[src/rtl/dmem_arbiter.sv]
// Two-port arbiter in front of the single-port data memory: port 0 (load/store unit) has priority,
// and a hold counter guarantees that port 1 (DMA/debug) is served after MAX_HOLD consecutive losses.
module dmem_arbiter #(
    parameter int DATA_WIDTH     = 32,
    parameter int ADDR_WIDTH     = 32,
    parameter int MEM_ADDR_WIDTH = 20,
    parameter int MAX_HOLD       = 4
) (
    input  logic                  clk,
    input  logic                  rst,

    input  logic                  p0_req,
    input  logic                  p0_we,
    input  logic [ADDR_WIDTH-1:0] p0_addr,
    input  logic [DATA_WIDTH-1:0] p0_wdata,
    output logic                  p0_gnt,
    output logic                  p0_rvalid,
    output logic [DATA_WIDTH-1:0] p0_rdata,
    output logic                  p0_err,

    input  logic                  p1_req,
    input  logic                  p1_we,
    input  logic [ADDR_WIDTH-1:0] p1_addr,
    input  logic [DATA_WIDTH-1:0] p1_wdata,
    output logic                  p1_gnt,
    output logic                  p1_rvalid,
    output logic [DATA_WIDTH-1:0] p1_rdata,
    output logic                  p1_err,

    output logic [ADDR_WIDTH-1:0] mem_addr,
    output logic [DATA_WIDTH-1:0] mem_data_in,
    output logic                  mem_write,
    output logic                  mem_read,
    input  logic [DATA_WIDTH-1:0] mem_data_out,

    output logic [2:0]            hold_cnt
);

    logic                  hold_full;
    logic                  any_gnt;
    logic                  sel_we;
    logic                  sel_in_range;
    logic [ADDR_WIDTH-1:0] sel_addr;
    logic [DATA_WIDTH-1:0] sel_wdata;
    logic [ADDR_WIDTH-1:0] addr_q;
    logic [DATA_WIDTH-1:0] wdata_q;

    assign hold_full = (hold_cnt == 3'(MAX_HOLD));

    // NOTE: every output of this block gets a default first, so no path leaves a latch behind.
    always_comb begin
        p0_gnt = 1'b0;
        p1_gnt = 1'b0;
        if (!rst) begin
            if (p0_req && !(p1_req && hold_full)) begin
                p0_gnt = 1'b1;
            end else if (p1_req) begin
                p1_gnt = 1'b1;
            end
        end
    end

    assign any_gnt      = p0_gnt | p1_gnt;
    assign sel_we       = p1_gnt ? p1_we    : p0_we;
    assign sel_addr     = p1_gnt ? p1_addr  : p0_addr;
    assign sel_wdata    = p1_gnt ? p1_wdata : p0_wdata;
    assign sel_in_range = ((sel_addr >> MEM_ADDR_WIDTH) == '0);

    // Out-of-range accesses never reach the memory; idle cycles replay the last address/data.
    always_comb begin
        mem_addr    = any_gnt ? sel_addr  : addr_q;
        mem_data_in = any_gnt ? sel_wdata : wdata_q;
        mem_write   = any_gnt && sel_we && sel_in_range;
        mem_read    = !(any_gnt && !sel_we && sel_in_range);
    end

    // NOTE: sequential state uses non-blocking assignments so every register samples pre-edge values.
    always_ff @(posedge clk or posedge rst) begin
        if (rst) begin
            addr_q    <= '0;
            wdata_q   <= '0;
            p0_rvalid <= 1'b0;
            p0_err    <= 1'b0;
            p0_rdata  <= '0;
            p1_rvalid <= 1'b0;
            p1_err    <= 1'b0;
            p1_rdata  <= '0;
            hold_cnt  <= 3'd0;
        end else begin
            if (any_gnt) begin
                addr_q  <= sel_addr;
                wdata_q <= sel_wdata;
            end

            // Reads and blocked writes answer one cycle after the grant; good writes stay silent.
            p0_rvalid <= p0_gnt && (!sel_we || !sel_in_range);
            p0_err    <= p0_gnt && !sel_in_range;
            if (p0_gnt && !sel_we) begin
                p0_rdata <= sel_in_range ? mem_data_out : '0;
            end

            p1_rvalid <= p1_gnt && (!sel_we || !sel_in_range);
            p1_err    <= p1_gnt && !sel_in_range;
            if (p1_gnt && !sel_we) begin
                p1_rdata <= sel_in_range ? mem_data_out : '0;
            end

            if (!p1_req || p1_gnt) begin
                hold_cnt <= 3'd0;
            end else if (p0_gnt && !hold_full) begin
                hold_cnt <= hold_cnt + 3'd1;
            end
        end
    end

endmodule

[config.mk]
export PLATFORM = sky130hd
export DESIGN_NAME = dmem_arbiter
export DESIGN_NICKNAME = d
export VERILOG_FILES = /design/src/rtl/dmem_arbiter.sv
export SDC_FILE = /design/constraint.sdc
export NUM_CORES = 1
export LEC_CHECK = 0
export ABC_AREA = 1
export BUFFER_PORTS_ARGS = -buffer_cell sky130_fd_sc_hd__buf_4
export CORE_MARGIN = 5
export CORE_UTILIZATION = 49
export DETAILED_ROUTE_END_ITERATION = 10
export PLACE_DENSITY_LB_ADDON = 0.12
export SYNTH_ARGS = -nofsm -noshare
export SYNTH_HDL_FRONTEND = slang
export SYNTH_SLANG_ARGS = --single-unit
[constraint.sdc]
create_clock -name clk -period 8.6 [get_ports clk]
set_input_delay 0.43 -clock clk [delete_from_list [all_inputs] [get_ports clk]]
set_output_delay 0.43 -clock clk [all_outputs]
set_load 0.1 [all_outputs]
==> results of run 1 <==
## worst paths after layout
check                                        startpoint                       to  slack, ns
worst max register to register  hold_cnt[0]$_DFFE_PP0P_      p1_rvalid$_DFF_PP0_       5.46
worst min-delay path                                rst     addr_q[31]$_DFF_PP0_       0.21
min in group clk                             p1_addr[1]      addr_q[1]$_DFF_PP0_       0.26
worst min register to register  p1_rdata[1]$_DFFE_PP0P_  p1_rdata[1]$_DFFE_PP0P_       0.48
max in group asynchronous                           rst  p1_rdata[2]$_DFFE_PP0P_       7.00
worst max-delay path            hold_cnt[0]$_DFFE_PP0P_                mem_write       4.48
## synth_stat cells
cell and n:
nand2_4 1, nand3_1 114, dfrtp_1 135, nor2_2 3
nand3_2 1, o21ai_1 5, buf_4 3, buf_6 9
o21ai_0 6, clkbuf_1 25, inv_2 5, buf_2 9
ha_1 2, inv_1 12, nor3_2 1, a21oi_1 2
and3_1 1, nand2_2 2, nor3_1 1, nor2_1 7
nand2_1 293, nand4_1 65, buf_1 7
## kinds of logic after synthesis
family,share of synthesized area
AND/OR/NAND/NOR,0.363
adder cells (fa/ha/maj),0.00417
buffers and inverters,0.0588
AO/OA/AOI/OAI,0.0108
flip-flops,0.563
## flip-flops by register name, indices dropped and copies added (netlist names)
register,cells
addr_q,32
p0_rdata,32
p1_rdata,32
wdata_q,32
hold_cnt,3
p0_err,1
p0_rvalid,1
p1_err,1
p1_rvalid,1
## per-layer routing
layer,vias to the layer above,part of all wire,GRT usage
met1,2900,0.37,0.311
met2,287,0.50,0.446
met3,41,0.096,0.0926
met4,0,0.035,0.123
met5,-,0,0
li1,2910,-,-
## cells in the final DEF, fill, tap and decap left out, types with 5 or more instances in the layout
cell type  instances
buf_4            312
clkbuf_16         17
clkbuf_8           5
dfrtp_1          135
inv_1             12
nand2_1          293
nand3_1          114
nand4_1           65
o21ai_0            6
o21ai_1            5
## stage by stage
step / std cells / util / power, mW / setup WS, ns
3_5_place_dp: 1115 / 0.688 / 1.27 / 4.40
6_report: 1147 / 0.743 / 2.06 / 4.48
4_1_cts: 1147 / 0.743 / 2.07 / 4.41
2_1_floorplan: 709 / - / 1.11 / 3.23
5_1_grt: 1147 / 0.743 / 2.12 / 4.08
3_3_place_gp: 1115 / 0.688 / 1.27 / 4.47
## power groups by stage
stage               combinational (mW)  clock [mW]  sequential [mW]
floorplan                        0.400           0            0.712
global placement                 0.574           0            0.698
detailed placement               0.574           0            0.699
CTS                              0.576       0.801            0.689
global route                     0.599       0.830            0.692
finish                           0.574       0.795            0.688
## final cells by class
type / count / area, sq um
Clock buffer: 22 / 494
Clock inverter: 10 / 165
Fill cell: 949 / 3090
Inverter: 17 / 66.3
Multi-Input combinational cell: 504 / 2290
Sequential cell: 135 / 3380
Tap cell: 147 / 184
Timing Repair Buffer: 312 / 2340
## worst max-delay path, cell delays in order, from the launching register on
cell and delay (ns):
dfrtp_1 0.38, inv_1 0.09, ha_1 0.23, nand3_2 0.10, nand2_4 0.10, nand2_2 0.07, buf_4 0.62, nand2_1 0.11
o21ai_1 0.13, nand2_1 0.11, nor2_4 0.10, buf_4 0.51, nand2_1 0.20, nor3_2 0.19, buf_4 0.33
==> results.yml, run 1 <==
pwr:
  p_per_area_nw_per_um2: 230
  switching_share: 0.353
  p_leak_nw: 4.96
  p_int_mw: 1.33
  pwr-share-comb: 0.279
  power_frac_clock: 0.386
  netSwitchingPower_mw: 0.726
  peakVddDrop_mv: 0.152
  seq_power_share: 0.335
setup_path:
  cp_max_fo: 75
  path_class: "register to output pin"
  worst-r2r-cell-count: 14
  cp-start-kind: "register"
  crit_path_end_kind: "output pin"
  crit_arrival_ns: 3.69
  worst_ep_required_time_ns: 8.17
floorplan:
  die_w_um: 121
  die_h_um: 121
  rows: 40
  dieArea_sq_um: 14600
  initial_core_util: 0.499
  core_area_sq_um: 12000
  ios: 305
finish:
  drive_gt1_frac: 0.360
  stdcell_area_sq_um: 8920
  antennaDiodeCount: 0
  fin_nets: 1155
  synthToLayoutAreaGrowth_pct: 48.8
yosys:
  synthCells: 709
  ys_top_cells_by_area: "dfrtp_1, nand2_1, nand3_1"
  yosysSeqAreaShare: 0.563
  yosys.cell_types.count: 23
  synth_top_area_cell: "dfrtp_1"
  ys_ff_latch: 135
  synth_nets: 877
  syn_area_per_cell_sq_um: 8.46
  yosys_warnings: 0
  synth_area_sq_um: 6000
  synth_top_area_share: 0.563
global_route:
  grt_pass1_wl_um: 30700
  first_global_vias: 6000
  grt_usage: 0.268
  grt-ovfl-total: 0
  grt_max_degree: 76
  antenna_found_initial: 0
drt:
  drc: 0
  drtPass1Iterations: 5
  postRouteWirelength_um: 19900
  first_iter_violations: 708
  vias: 6138
  routed_via_density: 5.35
  avgRoutedWirePerCell_um: 17.4
  antenna_left: 0
placed_design:
  port_buffers: 304
  dp_hpwl_um: 14100
  dpl-instance-area_sq_um: 8270
  gp_congestion: 0.858
timing:
  fin_crit_ns: 4.12
  fmax_mhz: 242
  fin_skew_ns: 0.00800
  finalSetupViolCount: 0
  rsz0062_at_grt: "no"
  slew_violations: 0
  post-route-period-util: 0.480
  hold_ws_ns: 0.208
  slew-limit-headroom: 0.249
  hold_viol: 0
  worst_slew_pin_slew_ns: 1.12
  tns_ns: 0
clock_network:
  cts_tree: "done"
  cts_buffer_depth: 2
  ctsHoldBuffers: 0
  ctsResizeCount: 0
  cts_buffers: 17
  cts_sinks: 135
  postCtsSetupBuffers: 0
  clock_latency_ns: 0.41
  clock_tree.root_cell: "clkbuf_16"
  clk_pin_slew_ns: 0.06
  cts_max_level: 4
hold_path:
  hold_class: "input port to asynchronous set/reset pin"
status:
  status: "finished, final reports clean"
flow_run:
  maxCapViolations: 0
Note: power is estimated with default switching activity, not from simulation.
==> inputs of run 2 (changes only) <==
Settings changed: CORE_UTILIZATION 49 to 41.
Clock period 8.6 ns to 3.7 ns, I/O delays scaled along.
==> run 2 against run 1 <==
Global-route usage down 3.1 points; sequential power up 130%; design area up 1.8%; critical path depth down 2; register-to-register slack worse by 4.7 ns; clock power up 120%; sequential share of layout area down 0.65 points; total power up 130%; via count down 1.5%; non-clock buffer count up 11.
==> results.yml, run 2 (synthesis gave the netlist of run 1 again) <==
setup_path:
  cp_slowest_stage_delay_ns: 0.41
  crit_slowest_cell: "nand2_2"
  worstPathCellList: "inv_1 > ha_1 > nand3_2 > nand2_4 > nand2_2 > o21ai_1 > nand2_1 > nor2_4 > buf_4 > nand2_1 > nor3_2 > buf_4"
  rrSetupSlack_ns: 0.80
  path_class: "register to output pin"
  crit_path_end_kind: "output pin"
  cp_max_fo: 34
  worst_ep_required_time_ns: 3.51
  setup.worst_path.start: "hold_cnt[0]$_DFFE_PP0P_"
  crit_arrival_ns: 3.18
  cp-start-kind: "register"
  worstReg2RegStart: "hold_cnt[0]$_DFFE_PP0P_"
finish:
  antennaDiodeCount: 0
  layout_commonest_cell: "buf_4"
  synthToLayoutAreaGrowth_pct: 51.4
  layout_common_cells: "buf_4, nand2_1, dfrtp_1, nand3_1, nand4_1"
  fin_nets: 1166
  drive_gt1_frac: 0.370
  fin_util: 0.630
  stdcell_area_sq_um: 9080
timing:
  tns_ns: 0
  post-route-period-util: 0.909
  slew_violations: 0
  fin_skew_ns: 0.00741
  fin_crit_ns: 3.36
  slew-limit-headroom: 0.384
  finalSetupViolCount: 0
  rsz0062_at_grt: "no"
  fmax_mhz: 297
  hold_viol: 0
  worst_slew_pin_slew_ns: 0.924
clock_network:
  cts_tree: "done"
  cts_sinks: 135
  cts_max_level: 4
  ctsHoldBuffers: 5
  clock_tree.root_cell: "clkbuf_16"
  cts_buffer_depth: 2
  postCtsSetupBuffers: 0
  clk_pin_slew_ns: 0.06
  clock_latency_ns: 0.42
  ctsResizeCount: 0
  cts_buffers: 17
global_route:
  antenna_found_initial: 0
  met2_usage: 0.389
  grt_pass1_wl_um: 31300
  grt_busiest_layer: "met2"
  grt-ovfl-total: 0
  grt_usage: 0.236
  grt_max_degree: 74
  use_met3: 0.0931
  met1_usage: 0.278
  first_global_vias: 6014
drt:
  vias: 6046
  drtPass1Iterations: 5
  first_iter_violations: 400
  avgRoutedWirePerCell_um: 17.0
  antenna_left: 0
  routed_via_density: 5.06
  postRouteWirelength_um: 20300
  drc: 0
pwr:
  peakVddDrop_mv: 0.338
  p_int_mw: 2.97
  p_leak_nw: 5.03
  switching_share: 0.365
  netSwitchingPower_mw: 1.71
  p_per_area_nw_per_um2: 516
  pwr-share-comb: 0.288
  power_frac_clock: 0.370
  seq_power_share: 0.342
floorplan:
  initial_core_util: 0.416
  dieArea_sq_um: 17100
  ios: 305
  die_w_um: 131
  core_area_sq_um: 14400
  rows: 44
  die_h_um: 131
placed_design:
  gp_congestion: 0.823
  dp_hpwl_um: 14500
  port_buffers: 304
  dpl-instance-area_sq_um: 8420
flow_run:
  maxCapViolations: 0
hold_path:
  hold_class: "input port to register"
  hp-start: "p1_addr[4]"
status:
  status: "finished, final reports clean"
==> run 2: layer usage <==
metal / share of wire / vias to the layer above
met4: 0.028 / 0
met2: 0.50 / 229
met1: 0.37 / 2852
met5: 0 / -
li1: - / 2929
met3: 0.096 / 36
==> run 2: critical path, delay by kind of cell, from the launching register on <==
family	cells	cell delay [ns]
simple gates	7	1.17
buf+inv	3	0.68
flops	1	0.39
compound gates	1	0.34
fa+ha+maj	1	0.18
==> run 2: path summary, 6_finish.rpt <==
| kind | endpoint | cells after the start |
|---|---|---|
| worst max-delay path | mem_write | 12 |
| worst min-delay path | addr_q[4]$_DFF_PP0_ | 3 |
| worst max register to register | p0_rdata[31]$_DFFE_PP0P_ | 12 |
| worst min register to register | addr_q[19]$_DFF_PP0_ | 2 |
| max in group asynchronous | p1_rdata[0]$_DFFE_PP0P_ | 4 |
| min in group asynchronous | hold_cnt[2]$_DFFE_PP0P_ | 3 |
==> run 2: cell type report <==
type	instances	area, sq um
Sequential cell	135	3380
Tap cell	184	230
Clock inverter	13	154
Timing Repair Buffer	323	2460
Clock buffer	19	453
Inverter	17	68.8
Fill cell	1310	5340
Multi-Input combinational cell	504	2330
==> run 2: power by group through the flow <==
stage / registers (mW) / clock network (mW) / logic, mW
detailed placement: 1.63 / 0 / 1.35
CTS: 1.60 / 1.75 / 1.36
floorplan: 1.65 / 0 / 0.936
global placement: 1.62 / 0 / 1.35
finish: 1.60 / 1.73 / 1.35
global route: 1.61 / 1.82 / 1.41
==> run 2: metrics by stage <==
stage / hold WS, ns / setup WS, ns / instances / power, mW
detailed placement: 0.429 / 0.804 / 1158 / 2.97
global placement: 0.423 / 0.861 / 1158 / 2.97
floorplan: 0.313 / 0.00673 / 709 / 2.59
global route: 0.00667 / 0.0560 / 1195 / 4.85
CTS: 0.00186 / 0.322 / 1195 / 4.71
finish: 0.0118 / 0.338 / 1195 / 4.68
